$ cat config.mk
export PLATFORM = sky130hd
export DESIGN_NAME = out_channel_reader_flat
export DESIGN_NICKNAME = d
export VERILOG_FILES = /design/src/rtl/out_channel_reader_if.sv /design/src/rtl/out_channel_reader.sv /design/src/flat_wrapper.sv
export SDC_FILE = /design/constraint.sdc
export NUM_CORES = 1
export LEC_CHECK = 0
export BUFFER_PORTS_ARGS = -buffer_cell sky130_fd_sc_hd__buf_2
export CAP_MARGIN = 20
export CORE_MARGIN = 4
export CORE_UTILIZATION = 40
export CTS_CLUSTER_SIZE = 8
export DETAILED_ROUTE_END_ITERATION = 10
export GPL_TIMING_DRIVEN = 1
export PLACE_DENSITY_LB_ADDON = 0.15
export SETUP_SLACK_MARGIN = 0.5
export SYNTH_ARGS = -nofsm -noshare
export SYNTH_HDL_FRONTEND = slang
export SYNTH_SLANG_ARGS = --single-unit
$ cat constraint.sdc
create_clock -name clock -period 4.25 [get_ports clock]
set_clock_uncertainty 0.05 [all_clocks]
set_input_delay 0.85 -clock clock [delete_from_list [all_inputs] [get_ports clock]]
set_output_delay 0.85 -clock clock [all_outputs]
set_load 0.05 [all_outputs]
$ cat src/rtl/out_channel_reader_if.sv
// Bundles the expected-table load port, run control, out-channel handshake and result signals.
// CAPTURE_READBACK_EN adds the capture readback port (readAddr/readData).
interface out_channel_reader_if #(
  parameter int MemoryElementWidth = 12,
  parameter int CountWidth = 8
);
  logic                          expectWe;
  logic [CountWidth-1:0]         expectAddr;
  logic [MemoryElementWidth-1:0] expectData;
  logic [CountWidth-1:0]         expectCount;
  logic                          start;
  logic                          outValid;
  logic [MemoryElementWidth-1:0] outData;
  logic                          outReady;
  logic                          finished;
  logic                          success;
  logic                          timedOut;
  logic [CountWidth-1:0]         received;
  logic [CountWidth-1:0]         mismatchIndex;
`ifdef CAPTURE_READBACK_EN
  logic [CountWidth-1:0]         readAddr;
  logic [MemoryElementWidth-1:0] readData;
`endif

  modport master (
    output expectWe, expectAddr, expectData, expectCount, start, outValid, outData,
`ifdef CAPTURE_READBACK_EN
    output readAddr,
    input  readData,
`endif
    input  outReady, finished, success, timedOut, received, mismatchIndex
  );

  modport slave (
    input  expectWe, expectAddr, expectData, expectCount, start, outValid, outData,
`ifdef CAPTURE_READBACK_EN
    input  readAddr,
    output readData,
`endif
    output outReady, finished, success, timedOut, received, mismatchIndex
  );
endinterface

$ cat src/rtl/out_channel_reader.sv
// Receives the machine's out-channel words and compares them in order against a preloaded table.
// Optional feature macro CAPTURE_READBACK_EN: capture buffer of accepted words with registered readback.
module out_channel_reader #(
  parameter int MemoryElementWidth = 12,
  parameter int NExpect = 16,
  parameter int TimeoutCycles = 1000,
  parameter int CountWidth = 8
) (
  input logic                 clock,
  input logic                 reset,
  out_channel_reader_if.slave bus
);
  localparam int AddrWidth = (NExpect > 1) ? $clog2(NExpect) : 1;
  localparam int IdleWidth = $clog2(TimeoutCycles + 1);
  localparam logic [CountWidth-1:0] DepthCount = CountWidth'(NExpect);
  localparam logic [CountWidth-1:0] NoMismatch = '1;
  localparam logic [IdleWidth-1:0]  IdleLast   = IdleWidth'(TimeoutCycles - 1);

  typedef enum logic [1:0] {IDLE, RUN, DONE} state_t;

  state_t                        state_reg;
  logic [MemoryElementWidth-1:0] expect_mem [NExpect];
  logic [CountWidth-1:0]         count_reg;
  logic [CountWidth-1:0]         received_reg;
  logic [CountWidth-1:0]         mismatch_reg;
  logic [CountWidth-1:0]         mismatch_next;
  logic [CountWidth-1:0]         received_inc;
  logic [CountWidth-1:0]         count_clamped;
  logic [IdleWidth-1:0]          idle_reg;
  logic                          finished_reg;
  logic                          success_reg;
  logic                          timed_out_reg;
  logic                          out_ready;
  logic                          transfer;
  logic [MemoryElementWidth-1:0] expected_word;

  assign received_inc  = received_reg + CountWidth'(1);
  assign count_clamped = (bus.expectCount > DepthCount) ? DepthCount : bus.expectCount;
  // Ready is masked once the count is met so a zero-length run never swallows a word.
  assign out_ready     = (state_reg == RUN) && (received_reg != count_reg);
  assign transfer      = out_ready && bus.outValid;
  assign expected_word = expect_mem[received_reg[AddrWidth-1:0]];

  always_comb begin
    mismatch_next = mismatch_reg;
    if (mismatch_reg == NoMismatch && bus.outData != expected_word) begin
      mismatch_next = received_reg;
    end
  end

  // Table contents survive reset; loading is only possible while idle.
  always_ff @(posedge clock) begin
    if (state_reg == IDLE && bus.expectWe && bus.expectAddr < DepthCount) begin
      expect_mem[bus.expectAddr[AddrWidth-1:0]] <= bus.expectData;
    end
  end

  always_ff @(posedge clock) begin
    if (!reset) begin
      state_reg     <= IDLE;
      count_reg     <= '0;
      received_reg  <= '0;
      mismatch_reg  <= NoMismatch;
      idle_reg      <= '0;
      finished_reg  <= 1'b0;
      success_reg   <= 1'b0;
      timed_out_reg <= 1'b0;
    end else begin
      case (state_reg)
        IDLE, DONE: begin
          if (bus.start) begin
            state_reg     <= RUN;
            count_reg     <= count_clamped;
            received_reg  <= '0;
            mismatch_reg  <= NoMismatch;
            idle_reg      <= '0;
            finished_reg  <= 1'b0;
            success_reg   <= 1'b0;
            timed_out_reg <= 1'b0;
          end
        end
        RUN: begin
          if (transfer) begin
            received_reg <= received_inc;
            mismatch_reg <= mismatch_next;
            idle_reg     <= '0;
            if (received_inc == count_reg) begin
              state_reg    <= DONE;
              finished_reg <= 1'b1;
              success_reg  <= (mismatch_next == NoMismatch);
            end
          end else if (received_reg == count_reg) begin
            state_reg    <= DONE;
            finished_reg <= 1'b1;
            success_reg  <= (mismatch_reg == NoMismatch);
          end else if (idle_reg == IdleLast) begin
            idle_reg      <= idle_reg + IdleWidth'(1);
            state_reg     <= DONE;
            finished_reg  <= 1'b1;
            success_reg   <= 1'b0;
            timed_out_reg <= 1'b1;
          end else begin
            idle_reg <= idle_reg + IdleWidth'(1);
          end
        end
        default: state_reg <= IDLE;
      endcase
    end
  end

  assign bus.outReady      = out_ready;
  assign bus.finished      = finished_reg;
  assign bus.success       = success_reg;
  assign bus.timedOut      = timed_out_reg;
  assign bus.received      = received_reg;
  assign bus.mismatchIndex = mismatch_reg;

`ifdef CAPTURE_READBACK_EN
  logic [MemoryElementWidth-1:0] capture_mem [NExpect];
  logic [MemoryElementWidth-1:0] capture_q_reg;
  logic                          read_hit_reg;

  always_ff @(posedge clock) begin
    if (transfer) begin
      capture_mem[received_reg[AddrWidth-1:0]] <= bus.outData;
    end
    capture_q_reg <= capture_mem[bus.readAddr[AddrWidth-1:0]];
  end

  // Out-of-range reads are masked after the RAM register so the array still maps to block RAM.
  always_ff @(posedge clock) begin
    if (!reset) begin
      read_hit_reg <= 1'b0;
    end else begin
      read_hit_reg <= (bus.readAddr < count_reg);
    end
  end

  assign bus.readData = read_hit_reg ? capture_q_reg : '0;
`endif
endmodule

$ cat src/flat_wrapper.sv
// flat-port wrapper written by rule: the top's interface ports become plain ports
module out_channel_reader_flat 
#(
  parameter int MemoryElementWidth = 12,
  parameter int NExpect = 16,
  parameter int TimeoutCycles = 1000,
  parameter int CountWidth = 8
)
  (clock, reset, bus_expectWe, bus_expectAddr, bus_expectData, bus_expectCount, bus_start, bus_outValid, bus_outData, bus_outReady, bus_finished, bus_success, bus_timedOut, bus_received, bus_mismatchIndex);
  out_channel_reader_if #(.MemoryElementWidth(MemoryElementWidth), .CountWidth(CountWidth)) bus_i ();
  input logic clock;
  input logic reset;
  input wire logic [$bits(bus_i.expectWe)-1:0] bus_expectWe;
  input wire logic [$bits(bus_i.expectAddr)-1:0] bus_expectAddr;
  input wire logic [$bits(bus_i.expectData)-1:0] bus_expectData;
  input wire logic [$bits(bus_i.expectCount)-1:0] bus_expectCount;
  input wire logic [$bits(bus_i.start)-1:0] bus_start;
  input wire logic [$bits(bus_i.outValid)-1:0] bus_outValid;
  input wire logic [$bits(bus_i.outData)-1:0] bus_outData;
  output wire logic [$bits(bus_i.outReady)-1:0] bus_outReady;
  output wire logic [$bits(bus_i.finished)-1:0] bus_finished;
  output wire logic [$bits(bus_i.success)-1:0] bus_success;
  output wire logic [$bits(bus_i.timedOut)-1:0] bus_timedOut;
  output wire logic [$bits(bus_i.received)-1:0] bus_received;
  output wire logic [$bits(bus_i.mismatchIndex)-1:0] bus_mismatchIndex;
  assign bus_i.expectWe = bus_expectWe;
  assign bus_i.expectAddr = bus_expectAddr;
  assign bus_i.expectData = bus_expectData;
  assign bus_i.expectCount = bus_expectCount;
  assign bus_i.start = bus_start;
  assign bus_i.outValid = bus_outValid;
  assign bus_i.outData = bus_outData;
  assign bus_outReady = bus_i.outReady;
  assign bus_finished = bus_i.finished;
  assign bus_success = bus_i.success;
  assign bus_timedOut = bus_i.timedOut;
  assign bus_received = bus_i.received;
  assign bus_mismatchIndex = bus_i.mismatchIndex;
  out_channel_reader #(.MemoryElementWidth(MemoryElementWidth), .NExpect(NExpect), .TimeoutCycles(TimeoutCycles), .CountWidth(CountWidth)) u_core (.clock(clock), .reset(reset), .bus(bus_i));
endmodule
==> results.txt, run 1 <==
status - completed
Critical path buffers and inverters - 1
Skew-Pair Late Insertion Delay - 500 ps
Multi-input gate area - 3020 um^2
number of port buffers - 64
register area share after synthesis - 0.675
#FFs+latches synth - 235
final setup fails - 0
Pwr Density - 449 nW/um^2
Seq pwr share - 0.486
Vias/cell - 5.47
worst slew pin tran - 990 ps
DRC viols - 0
R2R Path End - u_core.bus.success
worst reg2reg setup slack - 780 ps
RSZ-0062 raised after global routing - no
crit path time final - 3470 ps
H-tree depth - 2
CTS Sinks - 235
yosys warns - 0
clk buf depth - 3
hold depth - 2
gpl congestion - 0.798
Setup CP Type - reg -> reg
crit path launch type - flop
Final Cycle Share - 0.817
post-synthesis async set-or-reset flop share - 0
Cell Rows - 57
cells resized by post-CTS repair - 0
sw frac - 0.204
post-route ant nets - 0
slowest stage cell, crit path - or4_1
Ports - 65
syn_area_per_cell - 15.5 um^2
Wirelength per Cell - 22.0 um
syn nets - 679
Max-Cap Viols - 0
delay of the slowest critical-path stage - 740 ps
Synth cell types - 63
largest net degree at the start of global routing - 35
NumNets Final - 774
Routed WL - 23,400 um
f_max - 0.288 GHz
Via Count - 5,824
Clk network pwr share - 0.476
Switching Power - 1.06 mW
first-pass GRT wire length - 36,200 um
fillcell total - 2,131
setup tns final - 0 ps
Critical Path AT - 3840 ps
most common cell after layout, fill and taps aside - edfxtp_1
DIE WIDTH - 165 um
Mapped Area - 9810 um^2
P_leak - 3.85 nW
Reg area - 6630 um^2
clock root buffer - clkbuf_16
R2R depth - 8
Starting Density - 0.405
Synth Instances - 632
max FFs per register - 192
placed inst area - 10,600 um^2
Clk pin slew, worst setup/hold paths - 50 ps
Initial DRC Count - 440
post-layout util - 0.476
share of cells above drive strength 1 - 0.227
CP cell instances - buf_4, nor2b_1, a22oi_1, a211o_1, o211ai_1, or4_1, or4_1, o211ai_2
cell family with most CP delay - simple AND/OR/NAND/NOR gates
vias in the first global route - 6,176
Num CTS Buffers - 35
Post-synth EDFFs - 192
Non-Filler Cell Area, Final - 11,500 um^2
die height - 165 um
Overflow after GRT - 0
CP endpoint - u_core.bus.success
Critical Path RT - 4620 ps
Synth Flop Type - edfxtp_1
hold buffers post-CTS - 0
CORE AREA - 24,200 um^2
Setup crit end kind - flop
Worst slew margin - 0.340
first-pass iteration count of the detailed router - 5
Detailed Place HPWL - 14,900 um
type of the tightest min-delay check - reg -> reg
WP depth - 8
Slew Limit Fails - 0
commonest non-fill, non-tap cells in the layout - edfxtp_1 (192), buf_2 (64), mux2i_1 (47)
Pint - 4.12 mW
CTS tree - yes
Area Overhead vs Synth - 17.6%
initial antenna violation count - 1
VDD IR max - 0.208 mV
Comb pwr share - 0.038
CP dominant cell by count - or4_1
DIE AREA - 27,100 um^2
GRT Total Usage - 0.178
critical path peak fanout - 26
final hold vios - 0
Inserted Diodes - 0
Setup Buffers After CTS - 0
how the worst min path moves through the flow:
| stage | start | endpoint | slack, ps |
|---|---|---|---|
| after global routing | u_core.bus.finished | u_core.bus.finished | 460 |
| after global placement | u_core.bus.timedOut | u_core.bus.timedOut | 410 |
| after floorplan | u_core.idle_reg[7] | u_core.idle_reg[7] | 400 |
| after detailed placement | u_core.bus.timedOut | u_core.bus.timedOut | 410 |
| after CTS | u_core.bus.finished | u_core.bus.finished | 430 |
| final | u_core.bus.finished | u_core.bus.finished | 410 |
through the flow:
step	total power [mW]	hold slack, ps	cells	worst slack [ps]
detailed placement	2.76	409	1014	719
finish	5.18	414	1064	776
floorplan	2.67	404	632	695
global placement	2.75	405	1014	815
global route	5.37	457	1064	508
CTS	5.24	425	1064	714
layer usage:
layer,GRT usage,vias up,wire length (um)
met1,0.237,2941,10200
met4,0.0586,2,510
met5,0,-,13
met3,0.0414,40,1280
li1,-,2670,-
met2,0.289,171,11400
worst reg2reg max path: stages, from the launching register on:
cell and delay (ps):
dfxtp_2 710, buf_4 440, nor2b_1 160, a22oi_1 250, a211o_1 160, o211ai_1 130
or4_1 510, or4_1 740, o211ai_2 250
area by class of cell:
cell class	instances	area share
sequential	235	0.575
multi-input combinational	363	0.261
clock buffer	49	0.0842
timing repair buffer	86	0.0421
tap	324	0.0351
inverter	6	0.00195
clock inverter	1	0.000434
Yosys cell counts, types with 3 or more instances:
cell type  number  area, um^2
a211o_1         3        26.3
and2_1          4        25.0
nor2b_1         9        56.3
o21ai_0        10        50.1
and3_1          7        43.8
or3_1           5        31.3
mux4_2         23         518
xor2_1         22         193
clkbuf_1       10        37.5
buf_2          11        55.1
nor4b_1         3        26.3
inv_1           6        22.5
nor2_1         45         169
mux2i_1        47         470
edfxtp_1      192        5770
o22ai_1         3        18.8
a21boi_0        7        52.6
a22o_1          6        52.6
nor3_1         11        55.1
nand3_1        16        80.1
mux4_1          8         210
nand2b_1        5        31.3
a21oi_1        12        60.1
nand2_1        30         113
nand4_1         9        56.3
xnor2_1        12         105
a22oi_1         9        67.6
nor4_1         12        75.1
dfxtp_1        43         861
buf_4           4        30.0
mux2_2          6        67.6
kinds of logic (layout without fill, tap and decap cells):
kind of cell	count (synthesis)	count (layout)	synth area share
flops	235	235	0.675
simple gates	172	172	0.0917
mux	84	84	0.129
compound gates	71	71	0.0518
xor+xnor	34	34	0.0304
buf+inv	34	142	0.0191
fa+ha+maj	2	2	0.00255
power by group through the flow:
stage	Clock (mW)	Sequential, mW	Combinational [mW]
final	2.47	2.52	0.197
after global routing	2.64	2.52	0.216
after CTS	2.52	2.52	0.199
after detailed placement	0	2.56	0.198
after global placement	0	2.56	0.193
after floorplan	0	2.58	0.0869
No activity file was read; power rests on OpenSTA's default activity.
==> run 2, diff against run 1 <==
==> constraint.sdc (replaced) <==
create_clock -name clock -period 3.25 [get_ports clock]
set_clock_uncertainty 0.05 [all_clocks]
set_input_delay 0.65 -clock clock [delete_from_list [all_inputs] [get_ports clock]]
set_output_delay 0.65 -clock clock [all_outputs]
set_load 0.05 [all_outputs]
==> run 2 against run 1 <==
Against the previous run:
- die area unchanged
- sequential share of layout area decreased by 2.2 points
- cell area increased by 4.3%
- fmax increased by 20%
- cell count increased by 3.0%
- sequential cell count unchanged
- combinational power increased by 43%
- via count increased by 2.3%
- global-route usage increased by 0.49 points
- utilization increased by 2.1 points
- register-to-register slack got worse by 420 ps
- first-iteration DRC count decreased by 4.3%
- largest power group unchanged
- highest routed layer is now met4
==> results.txt, run 2 (same netlist as run 1, synthesis figures left out) <==
Critical Path RT - 3600 ps (was 4620 ps)
Area Overhead vs Synth - 22.7% (was 17.6%)
critical path peak fanout - 10 (was 26)
Via Count - 5,959 (was 5,824)
final setup fails - 0 (unchanged)
Cell Rows - 57 (unchanged)
Ports - 65 (unchanged)
Num CTS Buffers - 35 (unchanged)
Starting Density - 0.405 (unchanged)
Vias/cell - 5.44 (was 5.47)
max FFs per register - 192 (unchanged)
Max-Cap Viols - 0 (unchanged)
most common cell after layout, fill and taps aside - edfxtp_1 (unchanged)
number of port buffers - 64 (unchanged)
final hold vios - 0 (unchanged)
gpl congestion - 0.825 (was 0.798)
crit path time final - 2890 ps (was 3470 ps)
worst slew pin tran - 598 ps (was 990 ps)
setup tns final - 0 ps (unchanged)
CTS tree - yes (unchanged)
Setup crit end kind - flop (unchanged)
H-tree depth - 2 (unchanged)
GRT Total Usage - 0.183 (was 0.178)
Non-Filler Cell Area, Final - 12,000 um^2 (was 11,500 um^2)
worst reg2reg setup slack - 360 ps (was 780 ps)
die height - 165 um (unchanged)
Wirelength per Cell - 22.3 um (was 22.0 um)
commonest non-fill, non-tap cells in the layout - edfxtp_1 (192), buf_2 (64), mux2i_1 (46) (was edfxtp_1 (192), buf_2 (64), mux2i_1 (47))
P_leak - 4.08 nW (was 3.85 nW)
clock root buffer - clkbuf_16 (unchanged)
DIE AREA - 27,100 um^2 (unchanged)
Detailed Place HPWL - 15,100 um (was 14,900 um)
CORE AREA - 24,200 um^2 (unchanged)
crit path launch type - flop (unchanged)
Critical Path AT - 3250 ps (was 3840 ps)
first-pass GRT wire length - 36,600 um (was 36,200 um)
Initial DRC Count - 421 (was 440)
NumNets Final - 807 (was 774)
setup ws final - 358 ps (was 776 ps)
DRC viols - 0 (unchanged)
DIE WIDTH - 165 um (unchanged)
Non-Filler Instances - 1,096 (was 1,064)
Clk pin slew, worst setup/hold paths - 50 ps (about the same)
share of cells above drive strength 1 - 0.292 (was 0.227)
Worst slew margin - 0.601 (was 0.340)
placed inst area - 10,800 um^2 (was 10,600 um^2)
clk buf depth - 3 (unchanged)
status - completed (unchanged)
Routed WL - 24,500 um (was 23,400 um)
initial antenna violation count - 1 (unchanged)
first-pass iteration count of the detailed router - 4 (was 5)
pre-CTS setup slack - 103 ps (was 719 ps)
vias in the first global route - 6,085 (was 6,176)
Slew Limit Fails - 0 (unchanged)
CTS Sinks - 235 (unchanged)
post-route ant nets - 0 (unchanged)
Setup CP Type - reg -> reg (unchanged)
RSZ-0062 raised after global routing - yes (was no)
VDD IR max - 0.276 mV (was 0.208 mV)
Overflow after GRT - 0 (unchanged)
type of the tightest min-delay check - in -> reg (was reg -> reg)
placed cell count - 1,029 (was 1,014)
Skew-Pair Late Insertion Delay - 490 ps (was 500 ps)
Final Cycle Share - 0.890 (was 0.817)
Pwr Density - 563 nW/um^2 (was 449 nW/um^2)
largest net degree at the start of global routing - 32 (was 35)
f_max - 0.346 GHz (was 0.288 GHz)
==> run 2: path summary, 6_finish.rpt <==
check                                                    to                start  cells after the start
worst min register to register          u_core.bus.finished  u_core.bus.finished                      2
worst max register to register  u_core.bus.mismatchIndex[0]                 flop                      9
worst min-delay path                    u_core.count_reg[0]   bus_expectCount[0]                      2
worst max-delay path            u_core.bus.mismatchIndex[0]                 flop                      9
==> run 2: layout make-up <==
type | count | area [um^2]
sequential | 235 | 6650
tap | 324 | 405
antenna | 1 | 2.50
multi-input combinational | 364 | 3090
fill | 2076 | 12200
inverter | 6 | 22.5
clock buffer | 47 | 963
timing repair buffer | 118 | 892
clock inverter | 1 | 7.51
==> run 2: critical path, stage by stage, from the launching register on <==
cell and delay (ps):
dfxtp_4 410, buf_12 160, mux4_2 510, nor4b_1 320
nor4_1 150, nand3_1 160, nand4_1 110, buf_4 180
or4_4 570, a21oi_1 180
==> run 2: per-stage QoR <==
stage / hold slack (ps) / utilization / power (mW)
2_1_floorplan: 404 / - / 3.50
3_3_place_gp: 403 / 0.444 / 3.61
3_5_place_dp: 410 / 0.444 / 3.62
4_1_cts: 311 / 0.492 / 6.85
5_1_grt: 327 / 0.496 / 7.02
6_report: 331 / 0.496 / 6.78
==> run 2: layer usage <==
layer | vias up | global-route usage | wire, um
met2 | 164 | 0.300 | 11900
met4 | 0 | 0.0529 | 566
met5 | - | 0 | 0
met3 | 43 | 0.0302 | 1180
met1 | 3026 | 0.252 | 10800
li1 | 2726 | - | -
==> run 2: timing repair <==
| item | 4_1_cts | 5_1_grt |
|---|---|---|
| setup endpoints to repair | 10 | 12 |
| gates resized for setup | 19 | 6 |
| hold buffers | 0 | 0 |
| pin swaps | 2 | 0 |
| cloned | 3 | 1 |
| setup buffers | 8 | 6 |
==> run 2: report_power, final <==
| part | switching [mW] | total (mW) | internal (mW) | leakage, nW |
|---|---|---|---|---|
| Sequential | 0.0171 | 3.29 | 3.27 | 2.08 |
| Combinational | 0.189 | 0.282 | 0.0923 | 1.53 |
| Clock | 1.18 | 3.21 | 2.03 | 0.468 |
